--- config.mk ---
export PLATFORM = sky130hd
export DESIGN_NAME = tpu_job_sequencer
export DESIGN_NICKNAME = d
export VERILOG_FILES = /design/src/rtl/tpu_seq_pkg.sv /design/src/rtl/tpu_job_sequencer.sv
export SDC_FILE = /design/constraint.sdc
export NUM_CORES = 1
export LEC_CHECK = 0
export CAP_MARGIN = 20
export CORE_AREA = 5 5 108 110
export CTS_CLUSTER_DIAMETER = 120
export DETAILED_ROUTE_END_ITERATION = 12
export DIE_AREA = 0 0 113 115
export PLACE_DENSITY_LB_ADDON = 0.05
export SLEW_MARGIN = 10
export SYNTH_ARGS = -nofsm -noshare
export SYNTH_HDL_FRONTEND = slang
export SYNTH_SLANG_ARGS = --single-unit
--- constraint.sdc ---
create_clock -name clk -period 4.7 [get_ports clk]
set_input_delay 1.41 -clock clk [delete_from_list [all_inputs] [get_ports clk]]
set_output_delay 1.41 -clock clk [all_outputs]
set_load 0.02 [all_outputs]
--- src/rtl/tpu_seq_pkg.sv ---
// Purpose: shared state encoding, tpuv1 address map and address helpers for the job sequencer.
// Latency: n/a (types, constants and pure combinational functions only).
// Backpressure: n/a.
package tpu_seq_pkg;

    typedef enum logic [2:0] {
        IDLE,
        CLEAR_C,
        LOAD_A,
        LOAD_B,
        START,
        WAIT,
        READ_C,
        DONE
    } seq_state_t;

    localparam int unsigned A_BASE     = 32'h100;
    localparam int unsigned B_BASE     = 32'h200;
    localparam int unsigned C_BASE     = 32'h300;
    localparam int unsigned START_ADDR = 32'h400;
    localparam int unsigned A_STRIDE   = 8;
    localparam int unsigned C_STRIDE   = 16;
    localparam int unsigned C_HI_OFF   = 8;

    // A row address for a given row index.
    function automatic int unsigned a_addr(input int unsigned row);
        return A_BASE + A_STRIDE * row;
    endfunction

    // C half-row address: bit 0 picks low/high half, the rest picks the row.
    function automatic int unsigned c_addr(input int unsigned idx);
        return C_BASE + C_STRIDE * (idx >> 1) + (((idx & 1) != 0) ? C_HI_OFF : 0);
    endfunction

endpackage

--- src/rtl/tpu_job_sequencer.sv ---
// Purpose: runs one full matmul job on the tpuv1 bus (clear C, load A/B, start, wait, read C).
// Latency: bus outputs are combinational; job takes 82 cycles with clear, 66 with accum (DIM=8, no stalls).
// Backpressure: operand bubbles and result-sink stalls freeze the row counter and hold the bus address.
module tpu_job_sequencer
    import tpu_seq_pkg::*;
#(
    parameter int DIM      = 8,
    parameter int ADDRW    = 16,
    parameter int DATAW    = 64,
    parameter int WAIT_CYC = 4 * DIM
) (
    input  logic             clk,
    input  logic             rst_n,
    input  logic             job_valid,
    input  logic             job_accum,
    output logic             job_ready,
    input  logic             op_valid,
    input  logic [DATAW-1:0] op_data,
    output logic             op_ready,
    output logic             res_valid,
    output logic [DATAW-1:0] res_data,
    input  logic             res_ready,
    output logic             busy,
    output logic             done,
    output logic             tpu_r_w,
    output logic [ADDRW-1:0] tpu_addr,
    output logic [DATAW-1:0] tpu_dataIn,
    input  logic [DATAW-1:0] tpu_dataOut
);

    localparam int IW = $clog2(2 * DIM);
    localparam int WW = $clog2(WAIT_CYC + 1);

    localparam logic [IW-1:0] ROW_LAST  = IW'(DIM - 1);
    localparam logic [IW-1:0] HALF_LAST = IW'(2 * DIM - 1);
    localparam logic [WW-1:0] WAIT_LAST = WW'(WAIT_CYC - 1);

    seq_state_t    state, state_nxt;
    logic [IW-1:0] idx, idx_nxt;
    logic [WW-1:0] wcnt, wcnt_nxt;

    // State and counter registers; reset aborts any job in flight.
    always_ff @(posedge clk or negedge rst_n) begin
        if (!rst_n) begin
            state <= IDLE;
            idx   <= '0;
            wcnt  <= '0;
        end else begin
            state <= state_nxt;
            idx   <= idx_nxt;
            wcnt  <= wcnt_nxt;
        end
    end

    // Next-state, counter update and all bus/stream outputs.
    always_comb begin
        state_nxt  = state;
        idx_nxt    = idx;
        wcnt_nxt   = wcnt;
        job_ready  = 1'b0;
        op_ready   = 1'b0;
        res_valid  = 1'b0;
        res_data   = '0;
        busy       = 1'b1;
        done       = 1'b0;
        tpu_r_w    = 1'b0;
        tpu_addr   = '0;
        tpu_dataIn = '0;

        case (state)
            IDLE: begin
                job_ready = 1'b1;
                busy      = 1'b0;
                if (job_valid) begin
                    state_nxt = job_accum ? LOAD_A : CLEAR_C;
                    idx_nxt   = '0;
                end
            end

            CLEAR_C: begin
                tpu_r_w  = 1'b1;
                tpu_addr = ADDRW'(c_addr(32'(idx)));
                if (idx == HALF_LAST) begin
                    state_nxt = LOAD_A;
                    idx_nxt   = '0;
                end else begin
                    idx_nxt = idx + 1'b1;
                end
            end

            LOAD_A: begin
                op_ready   = 1'b1;
                tpu_r_w    = op_valid;
                tpu_addr   = ADDRW'(a_addr(32'(idx)));
                tpu_dataIn = op_data;
                if (op_valid) begin
                    if (idx == ROW_LAST) begin
                        state_nxt = LOAD_B;
                        idx_nxt   = '0;
                    end else begin
                        idx_nxt = idx + 1'b1;
                    end
                end
            end

            LOAD_B: begin
                op_ready   = 1'b1;
                tpu_r_w    = op_valid;
                tpu_addr   = ADDRW'(B_BASE);
                tpu_dataIn = op_data;
                if (op_valid) begin
                    if (idx == ROW_LAST) begin
                        state_nxt = START;
                        idx_nxt   = '0;
                    end else begin
                        idx_nxt = idx + 1'b1;
                    end
                end
            end

            START: begin
                tpu_r_w   = 1'b1;
                tpu_addr  = ADDRW'(START_ADDR);
                wcnt_nxt  = '0;
                state_nxt = WAIT;
            end

            WAIT: begin
                if (wcnt == WAIT_LAST) begin
                    state_nxt = READ_C;
                    idx_nxt   = '0;
                end else begin
                    wcnt_nxt = wcnt + 1'b1;
                end
            end

            READ_C: begin
                tpu_addr  = ADDRW'(c_addr(32'(idx)));
                res_valid = 1'b1;
                res_data  = tpu_dataOut;
                if (res_ready) begin
                    if (idx == HALF_LAST) begin
                        state_nxt = DONE;
                        idx_nxt   = '0;
                    end else begin
                        idx_nxt = idx + 1'b1;
                    end
                end
            end

            DONE: begin
                done      = 1'b1;
                state_nxt = IDLE;
            end

            default: state_nxt = IDLE;
        endcase
    end

endmodule

==> flow_summary_export.csv, run 1 <==
group,metric,value,unit
setup_path,start_kind,"primary input",
final_layout,num-nets-final,654,
setup_path,crit_top_cell,"clkdlybuf4s50_1",
timing,worst-slew-pin-transition,727.3,ps
detailed_routing,dr.first_iter.drc_count,74,
clock_tree,cts_buffers,3,
synth,ys.warnings.count,0,
die,die_area,13000,um2
min_path,hold_end,"wcnt[0]",
final_layout,drive_gt1_share,2.901,%
global_route,grt-ovfl-total,0,
synth,yosysSeqAreaShare,17.98,%
pwr,comb_power_share,70.0,%
setup_path,cp_num_buf_inv,2,
final_layout,area_growth,159.6,%
setup_path,arrival,2770,ps
detailed_routing,totalWireLength,11940,um
setup_path,reg2reg_to,"idx[3]",
detailed_routing,drtAntennaViolNets,0,
synth,synth_edf_count,0,
synth,syn_area,1809,um2
pwr,power.share.clock,12.4,%
run,cap_violations,0,
clock_tree,cts_max_level,1,
timing,fin_crit_sh,88.86,%
setup_path,cp-end-kind,"output pin",
pwr,p_int,505.9,uW
pwr,p_sw,323.1,uW
detailed_routing,wl_per_cell,18.17,um
detailed_routing,firstDrtPassIters,4,
timing,slew_headroom,51.40,%
setup_path,cpPeakStageDelay,630,ps
die,die_w,113,um
global_route,grt_max_degree,77,
timing,min_period,4177,ps
final_layout,fin_util,44.30,%
synth,ys_ff_latch,13,
min_path,min_from,"wcnt[0]",
timing,slew_violations,0,
final_layout,seqCellArea,325.3,um2
setup_path,crit_type,"in -> out",
setup_path,rr_startpoint,"state[1]",
final_layout,multi_input_area,1329,um2
clock_tree,clock_latency,250,ps
detailed_routing,vias_per_cell,4.263,
timing,final_hold_viol_count,0,
synth,synth_cell_types,39,
final_layout,diodes,0,
pwr,vdd_drop_max,0.1442,mV
outcome,outcome,"complete, no violations",
timing,clock.fmax,239.4,MHz
clock_tree,ctsResizeCount,0,
pwr,seq_power_share,17.6,%
die,core_area,10600,um2
setup_path,critical-path-top-delay-family,"buffers and inverters",
synth,synth_top_area_share,22.82,%
clock_tree,post-cts-setup-buffers,0,
synth,synthTopCellsByArea,"and3_1 (23%), and2_1 (22%), dfrtp_1 (18%)",
clock_tree,max-clock-path-buffers,2,
setup_path,slowest_stage,"clkdlybuf4s50_1",
synth,async_reset_ff_share,100.0,%
setup_path,cp_max_fo,2,
detailed_routing,vias,2801,
clock_tree,cts_tree,"done",
min_path,hp-class,"reg -> reg",
synth,synth_area_leader_cell,"and3_1",
final_layout,nFillCells,1046,
die,pin_count,284,
global_route,antenna_found_initial,1,
setup_path,worst-r2r-cell-count,5,
synth,syn_area_per_cell,6.985,um2
detailed_routing,drc,0,
global_route,grt_pass1_wl,16570,um
timing,rsz0062_at_grt,"no",
global_route,track_usage,16.76,%
die,core.rowCount,38,
placed_design,io_buffers,274,
die,start_util,17.06,%
placed_design,gp_congestion,0.8487,
placed_design,dp_hpwl,10120,um
clock_tree,cts.clk_slew.worst_paths,60,ps
clock_tree,clock-sinks,13,
timing,setup_viol_count_final,0,
die,die_y,115,um
pwr,swShare,38.97,%
global_route,grt_pass1_vias,2796,
synth,syn_inst,259,
setup_path,path_cells,"clkdlybuf4s50_1 -> a21boi_0 -> o21ai_0 -> clkdlybuf4s50_1",
setup_path,reg2reg_slack,2650,ps
min_path,worstHoldPathCells,1,
synth,ys.flop_type,"dfrtp_1",
pwr,power_density,176.5,nW/um2
timing,skew,2.616,ps
clock_tree,cts_hold_buf,0,
timing,setup_tns,0,ps
clock_tree,clockRootBuffer,"clkbuf_8",
pwr,p_leak,0.001970,uW
setup_path,worstPathRequired,3290,ps
-- layer usage --
layer,GRT usage (%),wire [um],share of wire (%)
met5,0,7,0.059
met4,4.087,236,2.0
met3,9.632,1606,13
met2,30.17,5980,50
met1,16.75,4104,34
-- logic make-up after synthesis --
logic type	count (synthesis)	synth area share (%)
compound gates	22	9.060
xor+xnor	4	1.937
fa+ha+maj	2	1.383
buf+inv	40	10.65
flops	13	17.98
mux	3	1.798
other cells	1	0.2073
simple gates	174	56.98
-- worst max-delay path by stage --
stage,cells past startpoint,slack (ps),from,end
6_report,4,520,op_valid,tpu_r_w
5_1_grt,4,420,op_valid,tpu_r_w
4_1_cts,4,510,op_valid,tpu_r_w
3_5_place_dp,4,510,op_valid,tpu_r_w
3_3_place_gp,4,490,op_valid,tpu_r_w
2_1_floorplan,2,1330,op_valid,tpu_r_w
-- synthesized netlist by cell type (all sizes together), types with 2 or more instances --
library cell,count
and3,66
and2,64
clkbuf,21
buf,13
dfrtp,13
nor2,12
nand2,10
a21oi,7
inv,6
nor2b,5
nand4,4
o21ai,4
nand2b,3
nand3,3
nor3,3
xor2,3
a21o,2
ha,2
mux2,2
nor4,2
o31ai,2
-- per-stage QoR --
step / cells / power [uW] / hold slack, ps / setup slack [ps] / area [um2]
2_1_floorplan: 267 / 412.5 / 480.0 / 1328 / 1839
3_3_place_gp: 653 / 730.9 / 507.9 / 489.0 / 4652
3_5_place_dp: 653 / 732.1 / 519.4 / 513.9 / 4652
4_1_cts: 657 / 839.0 / 532.8 / 514.0 / 4697
5_1_grt: 657 / 872.2 / 575.0 / 419.6 / 4697
6_report: 657 / 828.9 / 527.7 / 523.5 / 4697
-- power by group through the flow --
stage | sequential, uW | combinational, uW | clock (uW)
6_report | 146 | 580 | 103
5_1_grt | 148 | 615 | 109
4_1_cts | 146 | 587 | 106
3_5_place_dp | 148 | 584 | 0
3_3_place_gp | 147 | 583 | 0
2_1_floorplan | 142 | 270 | 0
-- registers in the layout (all words and copies together), names as in the netlist --
| register | count |
|---|---|
| idx | 4 |
| state | 3 |
| wcnt | 6 |
-- placed cells by master, fill, tap and decap left out, drive strengths merged, types with 5 or more instances in the layout --
cell type      instances
clkdlybuf4s50        274
and3                  66
and2                  64
dfrtp                 13
nor2                  12
nand2                 10
conb                   9
a21oi                  7
inv                    6
buf                    6
nor2b                  5
-- final cells by class --
class / count / share of cell area (%)
Clock buffer: 4 / 0.9590
Inverter: 6 / 0.4795
Multi-Input combinational cell: 214 / 28.29
Sequential cell: 13 / 6.926
Tap cell: 140 / 3.729
Timing Repair Buffer: 280 / 59.62
-- worst register-to-register path, stage by stage (launching register included) --
cell and delay [ps]:
dfrtp_1 370, buf_4 310, nand2b_1 260, nor4_1 490
o31ai_4 180, a211o_1 320
Note: power is estimated with default switching activity, not from simulation.
==> run 2: changes to the inputs <==
--- a/config.mk
+++ b/config.mk
@@ -7,7 +7,7 @@
 export LEC_CHECK = 0
 export CAP_MARGIN = 20
 export CORE_AREA = 5 5 108 110
-export CTS_CLUSTER_DIAMETER = 120
+export CTS_CLUSTER_SIZE = 28
 export DETAILED_ROUTE_END_ITERATION = 12
 export DIE_AREA = 0 0 113 115
 export PLACE_DENSITY_LB_ADDON = 0.05
==> results of run 2 <==
The final DEF is identical to that of run 1; final timing and power are the same.
==> run 3: changes to the inputs <==
--- a/config.mk
+++ b/config.mk
@@ -10,7 +10,7 @@
 export CTS_CLUSTER_SIZE = 28
 export DETAILED_ROUTE_END_ITERATION = 12
 export DIE_AREA = 0 0 113 115
-export PLACE_DENSITY_LB_ADDON = 0.05
+export PLACE_DENSITY = 0.67
 export SLEW_MARGIN = 10
 export SYNTH_ARGS = -nofsm -noshare
 export SYNTH_HDL_FRONTEND = slang
==> flow_summary_export.csv, run 3 (synthesized netlist as in run 1, its figures left out) <==
group,metric,value,unit
pwr,vdd_drop_max,0.1354,mV
timing,worst-slew-pin-transition,624.7,ps
outcome,outcome,"complete, no violations",
clock_tree,clockRootBuffer,"clkbuf_8",
detailed_routing,drc,0,
global_route,track_usage,17.60,%
timing,skew,0.5597,ps
detailed_routing,vias,2809,
clock_tree,cts_hold_buf,0,
global_route,grt_pass1_vias,2881,
final_layout,final_cell_mix,"clkdlybuf4s50_1 (274), and3_1 (66), and2_1 (64)",
timing,final_hold_viol_count,0,
timing,slew_headroom,58.22,%
run,cap_violations,0,
global_route,grt-ovfl-total,0,
clock_tree,max-clock-path-buffers,2,
timing,min_period,4169,ps
timing,setup_viol_count_final,0,
timing,setup_tns,0,ps
clock_tree,ctsResizeCount,0,
final_layout,area_growth,158.5,%
detailed_routing,dr.first_iter.drc_count,90,
global_route,antenna_found_initial,1,
clock_tree,cts_buffers,3,
die,die_w,113,um
global_route,grt_max_degree,77,
final_layout,nFillCells,1073,
global_route,grt_pass1_wl,17740,um
detailed_routing,drtAntennaViolNets,0,
setup_path,arrival,2760,ps
final_layout,layout_commonest_cell,"clkdlybuf4s50_1",
setup_path,start_kind,"primary input",
clock_tree,post-cts-setup-buffers,0,
final_layout,fin_util,44.11,%
final_layout,regMostFlops,"wcnt",
final_layout,seqCellArea,325.3,um2
die,pin_count,284,
die,core_area,10600,um2
min_path,hp-class,"reg -> reg",
final_layout,drive_gt1_share,2.713,%
final_layout,diodes,0,
detailed_routing,firstDrtPassIters,4,
placed_design,gp_congestion,0.8588,
die,die_y,115,um
setup_path,worstPathRequired,3290,ps
die,core.rowCount,38,
timing,slew_violations,0,
pwr,power_density,177.5,nW/um2
clock_tree,cts.clk_slew.worst_paths,60,ps
global_route,grt_util_met3,5.895,%
detailed_routing,wl_per_cell,18.78,um
pwr,p_leak,0.001958,uW
clock_tree,cts_tree,"done",
clock_tree,cts_max_level,1,
timing,fin_crit_sh,88.70,%
clock_tree,clock_latency,240,ps
detailed_routing,vias_per_cell,4.282,
placed_design,dp_hpwl,10390,um
detailed_routing,totalWireLength,12320,um
die,die_area,13000,um2
die,start_util,17.06,%
setup_path,crit_type,"in -> out",
global_route,grt_use_met1,19.17,%
global_route,busiest_layer,"met2",
timing,clock.fmax,239.9,MHz
final_layout,num-nets-final,653,
placed_design,io_buffers,274,
setup_path,cp-end-kind,"output pin",
global_route,met2_usage,33.61,%
clock_tree,clock-sinks,13,
timing,rsz0062_at_grt,"no",
final_layout,top_regs,"wcnt (6), idx (4), state (3)",
final_layout,multi_input_area,1329,um2
setup_path,cp_max_fo,2,
final_layout,largest_register_ff_count,6,
==> run 3: cell types whose count changed in the layout (fill, tap and decap cells not counted) <==
cell | previous run | this run
buf_12 | 1 | 0
==> run 3: report_power, final <==
| part | internal (uW) | leakage [uW] | switching [uW] | total (uW) |
|---|---|---|---|---|
| sequential | 127 | 0.000166 | 20.2 | 148 |
| combinational | 317 | 0.00177 | 262 | 580 |
| clock | 60.0 | 0.0000228 | 42.6 | 103 |
==> run 3: layout make-up <==
class,instances,area share [%]
inverters,6,0.4815
multi-input cells,214,28.41
repair buffers,279,59.44
well taps,140,3.745
clock buffers,4,0.9631
flip-flops and latches,13,6.956
==> run 3: metal layers <==
| metal | up-vias | wire length, um |
|---|---|---|
| li1 | 1372 | - |
| met1 | 1285 | 4565 |
| met2 | 140 | 6606 |
| met3 | 10 | 1036 |
| met4 | 2 | 99 |
| met5 | - | 13 |
==> run 3: path summary, 6_finish.rpt <==
| kind | slack, ps | endpoint | from | cells past startpoint |
|---|---|---|---|---|
| max in group asynchronous | 2740 | idx[3] | rst_n | 1 |
| min in group asynchronous | 1550 | wcnt[2] | rst_n | 1 |
| worst min-delay path | 540 | wcnt[0] | wcnt[0] | 1 |
| worst max register to register | 2590 | idx[3] | state[2] | 5 |
| worst max-delay path | 530 | tpu_r_w | op_valid | 4 |
| worst min register to register | 540 | wcnt[0] | wcnt[0] | 1 |
==> run 3: worst max-delay path, stage by stage <==
cell and delay, ps:
clkdlybuf4s50_1 470, a21boi_0 70, o21ai_0 180, clkdlybuf4s50_1 630
==> run 3: stage by stage <==
step                      hold slack [ps]  worst slack (ps)  instances  total power, uW  area (um2)
after global routing                564.3             415.3        656            878.1        4677
after CTS                           545.2             513.2        656            839.7        4677
after detailed placement            539.6             524.9        652            732.0        4632
final                               538.2             531.2        656            830.0        4677
after floorplan                     480.0              1328        267            412.5        1839
after global placement              508.4             492.6        652            725.1        4632
